--- config.mk ---
export PLATFORM = sky130hd
export DESIGN_NAME = imem_loader
export DESIGN_NICKNAME = d
export VERILOG_FILES = /design/src/rtl/imem_loader.sv
export SDC_FILE = /design/constraint.sdc
export NUM_CORES = 1
export LEC_CHECK = 0
export ABC_AREA = 1
export CAP_MARGIN = 10
export CORE_MARGIN = 2
export CORE_UTILIZATION = 49
export CTS_CLUSTER_SIZE = 25
export DETAILED_ROUTE_END_ITERATION = 7
export PLACE_DENSITY = 0.79
export SYNTH_ARGS = -nofsm -noshare
export SYNTH_HDL_FRONTEND = slang
export SYNTH_SLANG_ARGS = --single-unit
--- constraint.sdc ---
create_clock -name clk -period 1.5 [get_ports clk]
set_input_delay 0.45 -clock clk [delete_from_list [all_inputs] [get_ports clk]]
set_output_delay 0.45 -clock clk [all_outputs]
set_load 0.03 [all_outputs]
--- src/rtl/imem_loader.sv ---
// imem_loader: boot-time framed byte-stream loader for the instruction memory.
// Holds the core in reset until the whole image is written and its checksum verified.
module imem_loader #(
  parameter int                     WORD_LENGTH = 32,
  parameter int                     DEPTH       = 256,
  parameter logic [WORD_LENGTH-1:0] BASE_ADDR   = '0
) (
  input  logic                   clk,
  input  logic                   reset,
  input  logic                   byte_valid,
  input  logic [7:0]             byte_data,
  output logic                   byte_ready,
  output logic [WORD_LENGTH-1:0] mem_write_add,
  output logic [WORD_LENGTH-1:0] mem_write_data,
  output logic                   mem_write_enable,
  output logic                   core_reset,
  output logic                   done,
  output logic                   error
);

  typedef enum logic [2:0] {
    S_HDR0,
    S_HDR1,
    S_DATA,
    S_CSUM,
    S_DONE,
    S_ERROR
  } state_t;

  localparam logic [16:0] DEPTH_L = 17'(DEPTH);

  state_t      state;
  state_t      state_nx;
  logic [7:0]  csum;
  logic [7:0]  cnt_lo;
  logic [1:0]  byte_cnt;
  logic [15:0] word_idx;
  logic [15:0] word_last;
  logic [23:0] word_buf;
  logic [15:0] count;
  logic        listening;
  logic        take;
  logic        over;

  assign count     = {byte_data, cnt_lo};
  assign over      = {1'b0, count} > DEPTH_L;
  assign listening = (state == S_HDR0) || (state == S_HDR1) ||
                     (state == S_DATA) || (state == S_CSUM);
  assign byte_ready = listening && !reset;
  assign take       = byte_valid && byte_ready;

  // State register
  always_ff @(posedge clk) begin
    if (reset) state <= S_HDR0;
    else       state <= state_nx;
  end

  // Frame sequencing and status outputs
  always_comb begin
    state_nx   = state;
    core_reset = 1'b1;
    done       = 1'b0;
    error      = 1'b0;
    unique case (state)
      S_HDR0: begin
        if (take) state_nx = S_HDR1;
      end
      S_HDR1: begin
        if (take) begin
          unique case (1'b1)
            over:           state_nx = S_ERROR;
            (count == '0):  state_nx = S_CSUM;
            default:        state_nx = S_DATA;
          endcase
        end
      end
      S_DATA: begin
        if (take && byte_cnt == 2'd3 && word_idx == word_last)
          state_nx = S_CSUM;
      end
      S_CSUM: begin
        if (take)
          state_nx = (byte_data == csum) ? S_DONE : S_ERROR;
      end
      S_DONE: begin
        core_reset = 1'b0;
        done       = 1'b1;
      end
      S_ERROR: begin
        error = 1'b1;
      end
      default: state_nx = S_HDR0;
    endcase
  end

  // Header capture, running XOR, word assembly and write strobe
  always_ff @(posedge clk) begin
    if (reset) begin
      csum             <= '0;
      cnt_lo           <= '0;
      byte_cnt         <= '0;
      word_idx         <= '0;
      word_last        <= '0;
      word_buf         <= '0;
      mem_write_enable <= 1'b0;
      mem_write_add    <= '0;
      mem_write_data   <= '0;
    end else begin
      mem_write_enable <= 1'b0;
      if (take) begin
        case (state)
          S_HDR0: begin
            cnt_lo <= byte_data;
            csum   <= csum ^ byte_data;
          end
          S_HDR1: begin
            word_last <= count - 16'd1;
            csum      <= csum ^ byte_data;
          end
          S_DATA: begin
            csum     <= csum ^ byte_data;
            byte_cnt <= byte_cnt + 2'd1;
            case (byte_cnt)
              2'd0: word_buf[7:0]   <= byte_data;
              2'd1: word_buf[15:8]  <= byte_data;
              2'd2: word_buf[23:16] <= byte_data;
              default: begin
                mem_write_enable <= 1'b1;
                mem_write_add    <= BASE_ADDR +
                                    WORD_LENGTH'({word_idx, 2'b00});
                mem_write_data   <= WORD_LENGTH'({byte_data, word_buf});
                word_idx         <= word_idx + 16'd1;
              end
            endcase
          end
          default: ;
        endcase
      end
    end
  end

endmodule

[Yosys cells after proc, flatten, opt, wreduce, memory -nomap -nowiden]
Index checks and enable logic that the tools add are counted.
Cells by class
  $add $sub $neg: 3
  multipliers: 0
  divide/modulo/power cells: 0
  order comparisons: 1
  equality and inequality tests: 14
  shifts and indexed selects: 0
  multiplexer cells: 11
  bitwise operators: 5
  reductions and logical operators: 24
Operators by type and width (count)
  $add A16 B1 Y16 const B: 1
  $eq A16 B16 Y1: 1
  $gt A16 B9 Y1 const B: 1
  $logic_not A16 Y1: 1
  $sub A16 B1 Y16 const B: 1
  $pmux W3 S5: 1
  $mux W3: 4
  $reduce_and A3 Y1: 4
  $reduce_or A3 Y1: 3
  $eq A8 B8 Y1: 1
  $reduce_and A2 Y1: 4
  $xor A8 B8 Y8: 1
  $eq A3 B2 Y1 const B: 2
  $eq A3 B3 Y1 const B: 2
  $ne A2 B2 Y1 const B: 3
  $pmux W3 S2: 1
  $mux W1: 5
  $reduce_and A5 Y1: 1
  $eq A2 B2 Y1 const B: 2
  $logic_and A1 B1 Y1: 4
  $not A1 Y1: 4
  $eq A3 B1 Y1 const B: 1
  $logic_not A3 Y1: 1
  $logic_or A1 B1 Y1: 3
  6 further kinds: 6
Word-level totals
  register bits: 126
  bits in latches: 0
  memory bits (writable): 0
  bits in read-only memories: 0
  input port bits: 11
  output and inout port bits: 69
  word-level logic and storage cells: 70
  memories: 0

[Depth between registers and ports, before layout]
  word-level depth: 10
  depth in mapped cells: 12
  mapped depth without buffers: 11

[Worst setup path before layout]
No wires, ideal clock.
  kind: register to output
  start: register state[0]
  end: output port core_reset
  data arrival time: 1.445 ns
  data required time: 1.050 ns
  setup slack: -0.395 ns
  cell stages (with the launch flop): 5
  path buffers: 0
  cells stage by stage: dfxtp_1 -> nor2_1 -> inv_1 -> nor2_1 -> inv_1
Between the ends
  longest elaborated chain between the ends: 2
RTL lines
  from (decl): RTL line 32  | state_t state;
  from (signal assigned): RTL line 55  | else state <= state_nx;
  $eq A3 B3 Y1: RTL line 64  | unique case (state)
  $mux W1: RTL line 64
  to (decl): RTL line 16  | output logic core_reset,
Every way passes these cells.

[Worst setup path in the final report]
  start: register state[0]
  end: register word_idx[13]
Between the ends
  longest elaborated chain between the ends: 7
  elaborated cells on any way between the ends: 10
  those cells by class: eq/ne (3); reduce/logical (7)
RTL lines
  $eq A3 B1 Y1 / $logic_not A3 Y1 (equally long branches): RTL line 47  | assign listening = (state == S_HDR0) || (state == S_HDR1) ||
  $logic_or A1 B1 Y1 (2 in a row): RTL line 47
  $logic_or A1 B1 Y1: RTL line 48  | (state == S_DATA) || (state == S_CSUM);
  $logic_and A1 B1 Y1: RTL line 49  | assign byte_ready = listening && !reset;
  $logic_and A1 B1 Y1: RTL line 50  | assign take = byte_valid && byte_ready;
  $reduce_and A3 Y1 (no line) (*)
  to (signal assigned): RTL line 132  | word_idx <= word_idx + 16'd1;
  to (decl): RTL line 37  | logic [15:0] word_idx;
Mark *: on every way between the ends. The rest lies on a longest branch, timed or not.
A chain may end at the register's enable or synchronous reset.

==> flow_metrics.py <==
metrics = {
    "outcome": {
        "status": "finished with violations",
        "violations": "setup timing",
    },
    "route": {
        "first_pass_iters": 6,
        "drtAntennaViolNets": 0,
        "finalWirelength_um": 28120,
        "drt_first_iter_violations": 949,
        "drt_drc_violations_left": 0,
        "vias_per_cell": 6.372,
        "wl_per_cell_um": 24.95,
        "vias": 7181,
    },
    "power": {
        "leakagePower_nw": 4.124,
        "power_mw": 11.86,
        "vdd_drop_max_mv": 1.353,
        "pwr_density_cell_nw_per_um2": 1253,
    },
    "worst_hold_path": {
        "hp-class": "flop to flop",
    },
    "final_layout": {
        "area_growth_pct": 69.78,
        "fin_cells": 1127,
        "stdcell_area_um2": 9468,
        "n_antenna_cell": 0,
        "drive_gt1_share_pct": 50.25,
        "nets": 993,
        "final_util_pct": 86.20,
    },
    "clock_network": {
        "cts_tree": "yes",
        "cts_sinks": 126,
        "cts.hold.buffers_added": 0,
        "cts_inserted_buffers": 17,
        "clock_path_buffers": 2,
        "htreeDepth": 4,
        "path_clk_slew_ps": 60,
        "cts-root-buf": "clkbuf_16",
        "clk_latency_ps": 450,
    },
    "sta": {
        "fin_ws_ps": -473.7,
        "whs_ps": 508.0,
        "rsz0062_at_grt": "true",
        "drv_slew": 0,
        "min_period_over_period_pct": 131.6,
        "setup-tns-final_ps": -27220,
        "post-route-min-period_ps": 1974,
        "max_freq_mhz": 506.7,
        "setup_viol": 129,
        "final.setup_skew_ps": 23.89,
        "hold_viol_final": 0,
    },
    "place": {
        "dp_hpwl_um": 10680,
        "dp.cells": 1035,
        "io_buffers": 63,
        "placed_cell_area_um2": 7092,
        "place.gp.congestion": 0.8882,
        "post-place-ws_ps": -654.8,
    },
    "global_route": {
        "first_global_vias": 6784,
        "grt_remaining_overflow": 0,
        "grt_pass1_wl_um": 36080,
        "track_usage_pct": 37.79,
        "grt_antenna_before_repair": 0,
        "grt_max_degree": 41,
    },
    "logic_synthesis": {
        "seq_area_frac_synth_pct": 45.23,
        "syn_area_um2": 5577,
        "yosysUniqueCellTypes": 34,
        "async_flop_share_pct": 0,
        "avgSynthCellArea_um2": 7.328,
        "synth_area_leaders": "dfxtp_1 45%, o21ai_0 9.8%, a21oi_1 8.0%",
        "yosys_warnings": 0,
        "synth.largest_area_cell": "dfxtp_1",
        "synth_flop_cell": "dfxtp_1",
        "synth_edf_count": 0,
        "netlist_instances": 761,
        "synth-seq-cells": 126,
        "synth_top_area_share_pct": 45.23,
    },
    "worst_setup_path": {
        "critPathArrivalTime_ps": 2280,
        "start_kind": "flop",
        "path_class": "flop to flop",
        "cp-end-kind": "flop",
        "critPathSlowestCell": "dfxtp_2",
        "crit_chain": "buf_6 -> buf_4 -> nor2_4 -> nand2_8 -> nor2_8 -> buf_12 -> buf_12 -> nand2_8 -> nor2_4 -> nand3_2 -> xor2_1 -> nor2_1",
        "critPathMaxStageDelay_ps": 330,
        "path_max_fanout": 4,
        "critical_path_required_ps": 1810,
    },
    "die": {
        "rows": 38,
        "fp.coreArea_um2": 10980,
        "die_x_um": 110.7,
        "io_pins": 80,
        "initial_core_util_pct": 50.77,
        "die_h_um": 110.7,
        "dieArea_um2": 12250,
    },
    "job": {
        "maxCapViolCount": 0,
    },
}
## path summary, 6_finish.rpt
path,from,to,slack [ps],cells after the start
worst max register to register,state[0],word_idx[13],-470,12
worst min register to register,mem_write_add[15],mem_write_add[15],510,2
worst min-delay path,mem_write_add[15],mem_write_add[15],510,2
worst max-delay path,state[0],word_idx[13],-470,12
## kinds of logic after synthesis
kind of cell,count (synthesis),share of synthesized area (%)
AOI/OAI and AO/OA,213,19.92
xor gates and xnor gates,7,1.099
and+or+nand+nor,276,21.16
buffers and inverters,130,10.72
other,1,0.06725
adders and majority gates,8,1.795
DFF,126,45.23
## synth_stat cells, types with 2 or more instances
cell type,count
nor2_1,118
nor2_4,5
nor4_1,2
buf_2,9
nand4_1,4
inv_2,4
o221ai_1,2
nand2_2,2
nor3_1,5
clkbuf_1,17
xor2_1,5
o21ai_0,109
a31oi_1,6
nand2_1,110
inv_1,76
buf_6,2
dfxtp_1,126
buf_4,21
ha_1,8
nand3_1,24
nand2_4,3
o31ai_1,2
a21oi_1,89
xnor2_1,2
## layout make-up
class                   count  area [um^2]
well taps                 140        175.2
repair inverters            2        15.01
clock inverters            15        137.6
clock buffers              17        425.4
fillers                   436         1515
repair buffers            226         2275
multi-input cells         520         3522
flip-flops and latches    126         2544
inverters                  81        374.1
## critical path: cells and delay by family, from the launching register on
family / cells / cell delay, ps
AND/OR/NAND/NOR: 7 / 820
buffers and inverters: 4 / 490
flip-flops: 1 / 330
XOR/XNOR: 1 / 220
## state kept, by name, summed over array words and instances (netlist names), 2 cells and up
signal          flops
word_idx           16
word_last          16
state               3
word_buf           24
mem_write_add      16
cnt_lo              8
csum                8
mem_write_data     32
byte_cnt            2
## layout by cell type, fill, tap and decap left out, types with 27 or more instances in the layout
cell / netlist / routed
o21ai_2: 0 / 51
buf_2: 9 / 30
buf_6: 2 / 34
inv_1: 76 / 57
a21oi_2: 0 / 51
nor2_4: 5 / 27
nand2_1: 110 / 94
nor2_1: 118 / 73
o21ai_1: 1 / 31
dfxtp_1: 126 / 111
a21oi_1: 89 / 32
buf_4: 21 / 111
## metal layers
| metal | routed length, um | share of wire (%) | GRT usage, % | vias up |
|---|---|---|---|---|
| met3 | 3068 | 11 | 10.17 | 289 |
| met2 | 12860 | 46 | 64.17 | 704 |
| met5 | 0 | 0 | 0 | - |
| met1 | 9363 | 33 | 39.64 | 3299 |
| met4 | 2831 | 10 | 29.25 | 0 |
| li1 | - | - | - | 2889 |
## power breakdown
part / total (mW) / leakage, nW / switching, mW / internal (mW)
Sequential: 3.78 / 1.02 / 0.221 / 3.55
Clock: 4.08 / 0.282 / 1.78 / 2.30
Combinational: 4.00 / 2.82 / 2.35 / 1.66
Total: 11.9 / 4.12 / 4.35 / 7.51
## repair_timing
| action | in CTS | in global routing |
|---|---|---|
| buffers inserted | 36 | 27 |
| endpoints found under the setup margin | 143 | 134 |
| cloned | 16 | 1 |
| hold endpoints to repair | 0 | 0 |
| pin swaps | 70 | 41 |
| gates resized for setup | 404 | 186 |
Power figures use the tool's default switching activity.
